[src/rtl/mio_bus_pkg.sv]
`default_nettype none
// ============================================================================
// mio_bus_pkg : address map, control-bit indices, FSM encoding and decoder
//               shared by the memory/IO bus controller and its counter.
// Revision    : 1.0
// ============================================================================
package mio_bus_pkg;

    localparam logic [31:0] RAM_BASE      = 32'h0000_0000;
    localparam logic [31:0] RAM_LIMIT     = 32'h0000_0FFF;
    localparam logic [31:0] SEG_ADDR      = 32'hE000_0000;
    localparam logic [31:0] LED_ADDR      = 32'hF000_0000;
    localparam logic [31:0] CNT_VAL_ADDR  = 32'hF000_0004;
    localparam logic [31:0] CNT_CTRL_ADDR = 32'hF000_0008;

    localparam int CTRL_EN   = 0;
    localparam int CTRL_AUTO = 1;
    localparam int CTRL_IRQ  = 2;

    localparam logic [1:0] ST_IDLE = 2'd0;
    localparam logic [1:0] ST_WAIT = 2'd1;
    localparam logic [1:0] ST_DONE = 2'd2;

    typedef enum logic [2:0] {
        TGT_NONE,
        TGT_RAM,
        TGT_SEG,
        TGT_LED,
        TGT_CVAL,
        TGT_CCTRL
    } tgt_e;

    // Decoding works on word addresses; the byte offset never matters.
    function automatic tgt_e decode_tgt(input logic [29:0] waddr);
        tgt_e t;
        t = TGT_NONE;
        if ((waddr - RAM_BASE[31:2]) <= (RAM_LIMIT[31:2] - RAM_BASE[31:2]))
            t = TGT_RAM;
        else if (waddr == SEG_ADDR[31:2])
            t = TGT_SEG;
        else if (waddr == LED_ADDR[31:2])
            t = TGT_LED;
        else if (waddr == CNT_VAL_ADDR[31:2])
            t = TGT_CVAL;
        else if (waddr == CNT_CTRL_ADDR[31:2])
            t = TGT_CCTRL;
        return t;
    endfunction

endpackage
`default_nettype wire

[src/rtl/mio_counter.sv]
`default_nettype none
// ============================================================================
// mio_counter : programmable down-counter with reload, one-shot/auto modes
//               and a write-1-to-clear expiry flag.
// Revision    : 1.0
// ============================================================================
module mio_counter
    import mio_bus_pkg::*;
(
    input  logic        clk,
    input  logic        rst,
    input  logic        val_we_i,
    input  logic        ctrl_we_i,
    input  logic [31:0] wdata_i,
    output logic [31:0] val_o,
    output logic [31:0] ctrl_o,
    output logic        irq_o
);

    logic [31:0] val_q, val_d;
    logic [31:0] reload_q, reload_d;
    logic        en_q, en_d;
    logic        auto_q, auto_d;
    logic        irq_q, irq_d;
    logic        w_step;
    logic        w_expire;

    always_comb begin
        w_step   = en_q && (val_q != 32'd0);
        // A CPU load in the same cycle pre-empts the 1->0 transition.
        w_expire = w_step && (val_q == 32'd1) && !val_we_i;

        val_d    = val_q;
        reload_d = reload_q;
        en_d     = en_q;
        auto_d   = auto_q;
        irq_d    = irq_q;

        if (val_we_i) begin
            val_d    = wdata_i;
            reload_d = wdata_i;
        end else if (w_step) begin
            val_d = (w_expire && auto_q) ? reload_q : (val_q - 32'd1);
        end

        if (ctrl_we_i) begin
            en_d   = wdata_i[CTRL_EN];
            auto_d = wdata_i[CTRL_AUTO];
            if (wdata_i[CTRL_IRQ])
                irq_d = 1'b0;
        end

        if (w_expire) begin
            irq_d = 1'b1;
            if (!auto_q && !ctrl_we_i)
                en_d = 1'b0;
        end
    end

    always_ff @(posedge clk) begin
        if (rst) begin
            val_q    <= 32'd0;
            reload_q <= 32'd0;
            en_q     <= 1'b0;
            auto_q   <= 1'b0;
            irq_q    <= 1'b0;
        end else begin
            val_q    <= val_d;
            reload_q <= reload_d;
            en_q     <= en_d;
            auto_q   <= auto_d;
            irq_q    <= irq_d;
        end
    end

    always_comb begin
        ctrl_o            = 32'd0;
        ctrl_o[CTRL_EN]   = en_q;
        ctrl_o[CTRL_AUTO] = auto_q;
        ctrl_o[CTRL_IRQ]  = irq_q;
    end

    assign val_o = val_q;
    assign irq_o = irq_q;

endmodule
`default_nettype wire

[src/rtl/mio_bus.sv]
`default_nettype none
// ============================================================================
// mio_bus : CPU data-port bus controller; decodes RAM / LED-switch / 7-seg /
//           counter targets and runs the ready handshake back to the core.
// Revision: 1.0
// ============================================================================
module mio_bus
    import mio_bus_pkg::*;
#(
    parameter int RAM_AW  = 10,
    parameter int RAM_LAT = 1,
    parameter int LED_W   = 16,
    parameter int SW_W    = 16
) (
    input  logic              clk,
    input  logic              rst,
    input  logic              cpu_req,
    input  logic              cpu_we,
    input  logic [31:0]       cpu_addr,
    input  logic [31:0]       cpu_wdata,
    output logic [31:0]       cpu_rdata,
    output logic              mio_ready,
    output logic [RAM_AW-1:0] ram_addr,
    output logic              ram_we,
    output logic [31:0]       ram_wdata,
    input  logic [31:0]       ram_rdata,
    input  logic [SW_W-1:0]   sw_in,
    output logic [LED_W-1:0]  led_out,
    output logic [31:0]       seg_data,
    output logic              counter_irq
);

    localparam logic [2:0] LAT_LAST = 3'(RAM_LAT - 1);

    logic [1:0]        state_q, state_d;
    logic [RAM_AW-1:0] addr_q;
    logic              we_q;
    logic [31:0]       wdata_q;
    logic              is_ram_q;
    logic [2:0]        lat_q;
    logic [31:0]       rdata_q;
    logic [LED_W-1:0]  led_q;
    logic [31:0]       seg_q;

    tgt_e              w_tgt;
    logic              w_accept;
    logic              w_val_we;
    logic              w_ctrl_we;
    logic [31:0]       w_cnt_val;
    logic [31:0]       w_cnt_ctrl;
    logic [31:0]       w_rd_mux;
    logic              unused_addr_bits;

    assign w_tgt            = decode_tgt(cpu_addr[31:2]);
    assign w_accept         = (state_q == ST_IDLE) && cpu_req;
    assign w_val_we         = w_accept && cpu_we && (w_tgt == TGT_CVAL);
    assign w_ctrl_we        = w_accept && cpu_we && (w_tgt == TGT_CCTRL);
    assign unused_addr_bits = ^cpu_addr[1:0];

    mio_counter u_counter (
        .clk       (clk),
        .rst       (rst),
        .val_we_i  (w_val_we),
        .ctrl_we_i (w_ctrl_we),
        .wdata_i   (cpu_wdata),
        .val_o     (w_cnt_val),
        .ctrl_o    (w_cnt_ctrl),
        .irq_o     (counter_irq)
    );

    always_comb begin
        w_rd_mux = 32'd0;
        case (w_tgt)
            TGT_SEG:   w_rd_mux = seg_q;
            TGT_LED:   w_rd_mux = 32'(sw_in);
            TGT_CVAL:  w_rd_mux = w_cnt_val;
            TGT_CCTRL: w_rd_mux = w_cnt_ctrl;
            default:   w_rd_mux = 32'd0;
        endcase
    end

    always_comb begin
        state_d = state_q;
        case (state_q)
            ST_IDLE: begin
                if (cpu_req)
                    state_d = (!cpu_we && (w_tgt == TGT_RAM)) ? ST_WAIT : ST_DONE;
            end
            ST_WAIT: begin
                if (lat_q == LAT_LAST)
                    state_d = ST_DONE;
            end
            ST_DONE: state_d = ST_IDLE;
            default: state_d = ST_IDLE;
        endcase
    end

    always_ff @(posedge clk) begin
        if (rst) begin
            state_q  <= ST_IDLE;
            addr_q   <= '0;
            we_q     <= 1'b0;
            wdata_q  <= 32'd0;
            is_ram_q <= 1'b0;
            lat_q    <= 3'd0;
            rdata_q  <= 32'd0;
            led_q    <= '0;
            seg_q    <= 32'd0;
        end else begin
            state_q <= state_d;
            if (w_accept) begin
                addr_q   <= cpu_addr[RAM_AW+1:2];
                we_q     <= cpu_we;
                wdata_q  <= cpu_wdata;
                is_ram_q <= (w_tgt == TGT_RAM);
                lat_q    <= 3'd0;
                if (!cpu_we && (w_tgt != TGT_RAM))
                    rdata_q <= w_rd_mux;
                if (cpu_we && (w_tgt == TGT_SEG))
                    seg_q <= cpu_wdata;
                if (cpu_we && (w_tgt == TGT_LED))
                    led_q <= cpu_wdata[LED_W-1:0];
            end
            if (state_q == ST_WAIT) begin
                lat_q <= lat_q + 3'd1;
                if (lat_q == LAT_LAST)
                    rdata_q <= ram_rdata;
            end
        end
    end

    // The RAM samples the live address on the accept edge so read data is
    // ready RAM_LAT cycles later; afterwards the latched address is held.
    assign ram_addr  = (state_q == ST_IDLE) ? cpu_addr[RAM_AW+1:2] : addr_q;
    assign ram_we    = (state_q == ST_DONE) && we_q && is_ram_q;
    assign ram_wdata = wdata_q;
    assign cpu_rdata = rdata_q;
    assign mio_ready = (state_q == ST_DONE);
    assign led_out   = led_q;
    assign seg_data  = seg_q;

endmodule
`default_nettype wire

[config.mk]
export PLATFORM = sky130hd
export DESIGN_NAME = mio_bus
export DESIGN_NICKNAME = d
export VERILOG_FILES = /design/src/rtl/mio_bus_pkg.sv /design/src/rtl/mio_counter.sv /design/src/rtl/mio_bus.sv
export SDC_FILE = /design/constraint.sdc
export NUM_CORES = 1
export LEC_CHECK = 0
export ABC_AREA = 1
export BUFFER_PORTS_ARGS = -buffer_cell sky130_fd_sc_hd__buf_2
export CAP_MARGIN = 20
export CORE_MARGIN = 4
export CORE_UTILIZATION = 34
export DETAILED_ROUTE_END_ITERATION = 12
export GPL_TIMING_DRIVEN = 0
export PLACE_DENSITY_LB_ADDON = 0.25
export REMOVE_ABC_BUFFERS = 1
export SYNTH_ARGS = -nofsm -noshare
export SYNTH_HDL_FRONTEND = slang
export SYNTH_SLANG_ARGS = --single-unit
[constraint.sdc]
create_clock -name clk -period 2.3 [get_ports clk]
set_input_delay 0.115 -clock clk [delete_from_list [all_inputs] [get_ports clk]]
set_output_delay 0.115 -clock clk [all_outputs]
set_load 0.01 [all_outputs]
[Yosys cells after proc, flatten, opt, wreduce, memory -nomap -nowiden]
Cells that the tools add are included.
Word-level totals
  flip-flop bits (word level): 196
  input bits: 116
  output and inout bits: 125
Operators by class
  add/subtract/negate cells: 2
  $lt $le $gt $ge: 1
  equality and inequality tests: 15
  mux-type cells: 26
  reductions and logical operators: 30
Operators by type and width (count)
  two-way mux 32 bit: 7
  one-hot mux 32 bit (4 select lines): 1
  equality test 30 bit (second input constant): 4
  equality test 32 x 1 -> 1 bit (second input constant): 1
  nonzero test 32 bit: 1
  subtractor 32 x 1 -> 32 bit (second input constant): 1
  <= comparator 30 x 10 -> 1 bit (second input constant): 1
  two-way mux 3 bit: 7
  logical AND 1 bit: 15
  two-way mux 10 bit: 1
  AND reduction 2 bit: 4
  nonzero test 2 bit: 4
  equality test 3 x 2 -> 1 bit (second input constant): 2
  equality test 3 bit (second input constant): 2
  two-way mux 1 bit: 6
  two-way mux 2 bit: 3
  zero test 1 bit: 4
  inequality test 2 bit (second input constant): 2
  one-hot mux 2 bit (2 select lines): 1
  adder 3 x 1 -> 3 bit (second input constant): 1
  equality test 3 x 1 -> 1 bit (second input constant): 1
  zero test 3 bit: 1
  inequality test 3 x 1 -> 1 bit (second input constant): 1
  equality test 2 x 1 -> 1 bit (second input constant): 1
  2 further kinds: 2

[Logic depth before layout (Yosys ltp)]
Gate-level depths: netlist of the first run.
  depth in word-level cells: 14
  gate-level depth with buffers: 14

[Hierarchy]
From an unflattened synthesis of the first run, not the netlist that was laid out.
Unflattened totals
  cells, all modules: 1603
  area, all modules: 10530.1 sq um
Modules (own cells, without submodules)
  mio_bus: instances 1, cells each 948, area an instance 6347.3 sq um, sequential area each 2582.5 sq um
  mio_counter: instances 1, cells each 655, area an instance 4182.8 sq um, sequential area each 1341.3 sq um

[Least setup slack after synthesis of the first run]
Ideal clock, no wire load.
  path type: register to register
  from: reg u_counter.val_q[0], in the netlist u_counter.val_o[0]
  to: reg u_counter.val_q[28], in the netlist u_counter.val_o[28]
  data arrival time: 1776 ps
  setup slack: 468 ps
  stages on the path, launching flop included: 15
  buffers on the path: 1
  period minus slack after synthesis: 1832 ps
  cell sequence: dfxtp_1 -> inv_1 -> ha_1 -> nand2_1 -> nor2_1 -> nand2_1 -> nor2_2 -> nor2_2 -> nand2_4 -> nor2_8 -> buf_12 -> nand3_1 -> nand3_1 -> nand2_1 -> inv_1
Between the ends
  cells in the longest elaborated chain, start to end: 8
RTL lines
  start: declaration: RTL line mio_counter.sv:20  | logic [31:0] val_q, val_d;
  start signal: assignment: RTL line mio_counter.sv:68  | val_q <= val_d;
  branches (longest 8 deep; another with subtractor 32 x 1 -> 32 bit)
Parallel ways; which one is timed is not known. The select of a mux whose other input is x is not followed.
A chain may end at the register's enable or synchronous reset.

[Worst setup path after layout of the first run]
  from: reg u_counter.val_q[0], in the netlist u_counter.val_o[0]
  to: reg u_counter.val_q[16], in the netlist u_counter.val_o[16]
The elaborated chain is that of the path after synthesis.

==> flow_summary_export.csv, run 1 <==
group,metric,value,unit
status,outcome,"finished clean",
floorplan,num_io_pins,241,
clocking,root_buffer,"clkbuf_16",
clocking,clkTransAtPathRegs,0.08,ns
clocking,cts.sinks,196,
clocking,clk_latency,0.44,ns
routing,avgViaCountPerCell,4.879,
global_route,antenna_found_initial,0,
layout,fin_nets,1862,
synth,synth_flop_cell,"dfxtp_1",
critical_path,worstPathArrival,2.54,ns
routing,drt_iter0_drc,656,
placed_design,placement.io_buffers,238,
layout,drive_gt1_share,21.22,%
floorplan,die_x,178.9,um
global_route,grt.total_usage,20.72,%
flow_run,drv_cap,0,
critical_path,cp.required,2.68,ns
layout,num_antenna_cells,0,
clocking,cts_buffers,17,
critical_path,crit_path_start_kind,"flop",
synth,syn_area,9935,um^2
timing,fmax,464.5,MHz
clocking,cts_htree_levels,4,
floorplan,die_h,178.9,um
synth,postSynthCellCount,1457,
critical_path,crit-reg2reg-launch,"u_counter.val_o[0]",
clocking,tritoncts,"done",
pwr,vdd_ir_drop_max,0.4599,mV
synth,synth_edf_count,0,
placed_design,finalWeightedCongestion,0.8682,
synth,synth.distinct_cells,39,
timing,setup_violations,0,
timing,period_share,93.61,%
critical_path,end_kind,"flop",
timing,min_period,2.153,ns
critical_path,cp-startpoint,"u_counter.val_o[0]",
routing,wirelength,34080,um
timing,slew_violations,0,
synth,yosysWarnings,0,
pwr,power_density,550.3,nW/um^2
routing,routedWlPerCell,15.95,um
layout,layout_commonest_cell,"nand2_1",
critical_path,path_max_fanout,16,
floorplan,dieArea,32020,um^2
timing,worst_pin_slew,0.9127,ns
min_path,hp-start,"cpu_wdata[14]",
global_route,grt_pass1_vias,9791,
layout,utilization,45.58,%
timing,setup_ws,0.1469,ns
placed_design,dp_hpwl,22130,um
routing,ant_nets,0,
floorplan,initial_core_util,34.52,%
layout,fillCellCount,2965,
clocking,clock_path_buffers,2,
floorplan,coreArea,28780,um^2
critical_path,path_class,"reg -> reg",
timing,hold_viol_final,0,
timing,relSlewSlack,39.15,%
routing,vias,10430,
global_route,grt_pass1_wl,52720,um
layout,final_cell_mix,"nand2_1, buf_2, dfxtp_1",
routing,drc_errors,0,
routing,first_pass_iters,5,
synth,ys_ff_latch,196,
synth,yosysSeqAreaShare,39.50,%
timing,skew,0.01305,ns
floorplan,row_count,62,
layout,syn2layout_area_growth,32.05,%
global_route,grt_max_degree,91,
global_route,grt_overflow,0,
synth,synth_async_sr_flop_share,0,%
placed_design,dp_slack,-2.524,ns
min_path,worstHoldPathType,"in -> reg",
synth,avgSynthCellArea,6.818,um^2
pwr,p_leak,0.006103,uW
## logic make-up after synthesis
kind of cell | count (synthesis) | synth area share [%]
compound gates | 350 | 18.97
xor+xnor | 20 | 1.763
fa+ha+maj | 5 | 0.6297
buf+inv | 270 | 11.05
flops | 196 | 39.50
simple gates | 616 | 28.10
## per-layer routing
metal | global-route usage [%] | vias up | routed length (um) | part of all wire, %
met1 | 27.13 | 4819 | 15460 | 45
met2 | 35.96 | 239 | 16430 | 48
met5 | 0 | - | 0 | 0
met3 | 2.973 | 32 | 1812 | 5.3
met4 | 5.053 | 0 | 375 | 1.1
li1 | - | 5336 | - | -
## worst max-delay path, stage by stage, from the launching register on
cell and delay, ns:
dfxtp_2 0.46, clkinvlp_4 0.16, ha_1 0.23, nand2_1 0.07, nor2_1 0.04, nand2_1 0.12, nor2_4 0.07, nor2_4 0.16
nand2_4 0.15, nor2_8 0.15, buf_12 0.16, nand3_1 0.08, nand3_1 0.12, nand2_1 0.05, inv_1 0.04
## through the flow
stage | std cells | TNS (ns) | hold WS (ns) | cell area (um^2) | power (uW)
finish | 2137 | 0 | 0.002896 | 13120 | 7219
global route | 2137 | -0.05164 | 0.03802 | 13120 | 7477
CTS | 2124 | 0 | 0.0003965 | 12950 | 7295
detailed placement | 2003 | -306.46 | 0.3985 | 11360 | 4111
global placement | 1998 | -453.39 | 0.3928 | 11220 | 4099
floorplan | 1376 | -111.25 | 0.1841 | 9548 | 3815
## flip-flops by register name, summed over array words and instances (netlist names)
signal / count
we_q: 1
u_counter.val_o: 32
ram_wdata: 32
u_counter.reload_q: 32
seg_data: 32
addr_q: 10
cpu_rdata: 32
led_out: 16
lat_q: 3
u_counter.irq_o: 1
state_q: 2
u_counter.en_q: 1
u_counter.auto_q: 1
is_ram_q: 1
## where the power goes
part           internal [uW]  leakage [uW]  switching [uW]
combinational            286       0.00423             363
clock                   1630      0.000283            1450
sequential              3470       0.00159            30.8
## cell type report
cell class / count / area, um^2 / area share (%)
clock buffers: 19 / 432.9 / 3.300
well taps: 384 / 480.5 / 3.662
multi-input cells: 995 / 5042 / 38.44
repair buffers: 341 / 2315 / 17.64
clock inverters: 12 / 148.9 / 1.135
flip-flops and latches: 196 / 3928 / 29.94
repair inverters: 1 / 7.507 / 0.05722
inverters: 189 / 764.5 / 5.827
## synthesized netlist by cell type (5+ instances only)
cell type,count,area [um^2]
buf_2,20,100.1
xor2_1,14,122.6
ha_1,5,62.56
o21ai_0,127,635.6
nand3_2,9,90.09
clkbuf_1,48,180.2
inv_1,173,649.4
xnor2_1,6,52.55
nor2_1,182,683.2
a211oi_1,27,202.7
nand4_1,28,175.2
a31oi_1,5,31.28
o21ai_1,21,105.1
nand2_1,241,904.6
dfxtp_1,196,3924
nor2_4,6,67.56
nor3_1,19,95.09
o22ai_1,6,37.54
nor2_2,13,81.33
a21oi_1,145,725.7
nand3_1,105,525.5
buf_4,5,37.54
o21a_1,16,120.1
inv_2,13,48.80
## path summary, 6_finish.rpt
kind              slack (ns)  cells past startpoint                   to
setup / recovery        0.15                     14  u_counter.val_o[16]
hold reg to reg         0.45                      2            addr_q[7]
setup reg to reg        0.15                     14  u_counter.val_o[16]
hold / removal         0.003                      3          led_out[14]
## timing repair
item | 4_1_cts | 5_1_grt
hold buffers | 72 | 0
resized for setup | 22 | 12
pin swaps | 7 | 2
hold endpoints to repair | 109 | 0
gates cloned | 4 | 1
setup buffers | 14 | 12
endpoints found under the setup margin | 185 | 71
Power figures use the tool's default switching activity.
==> run 2: changes to the inputs <==
--- a/config.mk
+++ b/config.mk
@@ -8,7 +8,7 @@
 export ABC_AREA = 1
 export BUFFER_PORTS_ARGS = -buffer_cell sky130_fd_sc_hd__buf_2
 export CAP_MARGIN = 20
-export CORE_MARGIN = 4
+export CORE_MARGIN = 5
 export CORE_UTILIZATION = 34
 export DETAILED_ROUTE_END_ITERATION = 12
 export GPL_TIMING_DRIVEN = 0
==> flow_summary_export.csv, run 2 (synthesis results as in run 1) <==
group,metric,value,unit
critical_path,worstPathArrival,2.45,ns
timing,setup_violations,0,
floorplan,coreArea,28780,um^2
global_route,grt_pass1_wl,55280,um
pwr,p_sw,2024,uW
global_route,grt_overflow,0,
min_path,hp-start,"cpu_addr[2]",
pwr,vdd_ir_drop_max,0.3841,mV
critical_path,crit-reg2reg-launch,"u_counter.val_o[0]",
critical_path,path_max_fanout,8,
layout,syn2layout_area_growth,31.50,%
floorplan,dieArea,32740,um^2
placed_design,finalWeightedCongestion,0.8707,
routing,routedWlPerCell,16.31,um
timing,fmax,473.4,MHz
critical_path,cp.required,2.64,ns
pwr,pwr-share-clk,42.8,%
global_route,grt.total_usage,20.67,%
placed_design,placement.io_buffers,238,
routing,avgViaCountPerCell,4.939,
timing,slew_violations,0,
routing,ant_nets,0,
pwr,p_total,7265,uW
timing,min_period,2.112,ns
routing,drt_iter0_drc,738,
layout,layout_commonest_cell,"nand2_1",
placed_design,dp_hpwl,22540,um
floorplan,initial_core_util,34.52,%
timing,relSlewSlack,40.83,%
layout,drive_gt1_share,20.97,%
flow_run,drv_cap,0,
pwr,p_seq_share,48.1,%
clocking,clkTransAtPathRegs,0.09,ns
floorplan,num_io_pins,241,
clocking,cts.sinks,196,
clocking,clock_path_buffers,2,
clocking,tritoncts,"done",
clocking,cts_htree_levels,4,
layout,fillCellCount,2974,
floorplan,die_x,180.9,um
layout,num_antenna_cells,0,
pwr,swShare,27.85,%
timing,setup_ws,0.1876,ns
timing,period_share,91.85,%
global_route,antenna_found_initial,0,
pwr,p_leak,0.006083,uW
critical_path,path_class,"reg -> reg",
status,outcome,"finished clean",
min_path,worstHoldPathType,"in -> reg",
timing,hold_viol_final,0,
clocking,clk_latency,0.45,ns
routing,first_pass_iters,5,
floorplan,row_count,62,
clocking,cts_buffers,17,
routing,drc_errors,0,
pwr,combPwrFrac,9.0,%
floorplan,die_h,180.9,um
placed_design,dp_slack,-3.290,ns
global_route,grt_max_degree,71,
critical_path,crit_path_start_kind,"flop",
layout,fin_nets,1858,
routing,vias,10540,
layout,final_cell_mix,"nand2_1, buf_2, dfxtp_1",
routing,wirelength,34800,um
global_route,grt_pass1_vias,10070,
clocking,root_buffer,"clkbuf_16",
critical_path,end_kind,"flop",
timing,worst_pin_slew,0.8876,ns
pwr,p_int,5241,uW
timing,skew,0.01573,ns
timing,grt_setup_unrepaired,"false",
critical_path,cp-startpoint,"u_counter.val_o[0]",
pwr,power_density,556.1,nW/um^2
## run 2: worst max-delay path, cell delays in order, from the launching register on
cell and delay [ns]:
dfxtp_2 0.38, inv_1 0.21, ha_1 0.23, nand2_1 0.14, nor2_1 0.33, nand4_1 0.22
xor2_1 0.19, nand3_1 0.08, nand2_1 0.06, nor2_1 0.11, nor2_1 0.05
## run 2: final timing paths
| path | endpoint | slack [ns] | depth (start not counted) |
|---|---|---|---|
| hold reg to reg | addr_q[1] | 0.45 | 2 |
| hold / removal | addr_q[0] | 0.02 | 3 |
| setup / recovery | u_counter.val_o[30] | 0.19 | 10 |
| setup reg to reg | u_counter.val_o[30] | 0.19 | 10 |
## run 2: layout make-up
type                            instances  area (um^2)  share of cell area, %
Clock inverter                         15        183.9                  1.408
Timing Repair Buffer                  335         2210                  16.91
Inverter                              189        763.2                  5.842
Clock buffer                           17        425.4                  3.256
Multi-Input combinational cell        997         5066                  38.78
Sequential cell                       196         3928                  30.06
Tap cell                              384        480.5                  3.678
Timing Repair inverter                  1        7.507                0.05747
## run 2: routing by layer
layer / GRT usage, % / vias to the layer above / share of wire [%]
li1: - / 5344 / -
met2: 35.17 / 284 / 47
met5: 0 / - / 0
met4: 4.173 / 0 / 1.3
met3: 3.921 / 34 / 5.6
met1: 27.56 / 4878 / 46
## run 2: power groups by stage
stage | Combinational, uW | Clock [uW] | Sequential, uW
after detailed placement | 535 | 0 | 3580
final | 657 | 3110 | 3500
after global routing | 732 | 3310 | 3510
after global placement | 527 | 0 | 3570
after CTS | 664 | 3180 | 3500
after floorplan | 213 | 0 | 3600
## run 2: timing repair
action	4_1_cts	5_1_grt
endpoints found under the setup margin	186	52
buffers inserted	13	7
hold buffers	74	0
hold endpoints to repair	114	0
resized for setup	26	8
cloned	6	1
pin swaps	7	3
## run 2: through the flow
step                      hold WS, ns  area, um^2  utilization [%]  instances  setup TNS, ns
after floorplan                0.1841        9548                -       1376        -111.25
after global placement         0.3939       11220            38.98       1998        -456.88
after detailed placement       0.4031       11320            39.32       2001        -338.29
after CTS                    0.004381       12970            45.06       2126              0
after global routing          0.04828       13060            45.39       2134              0
final                         0.02253       13060            45.39       2134              0
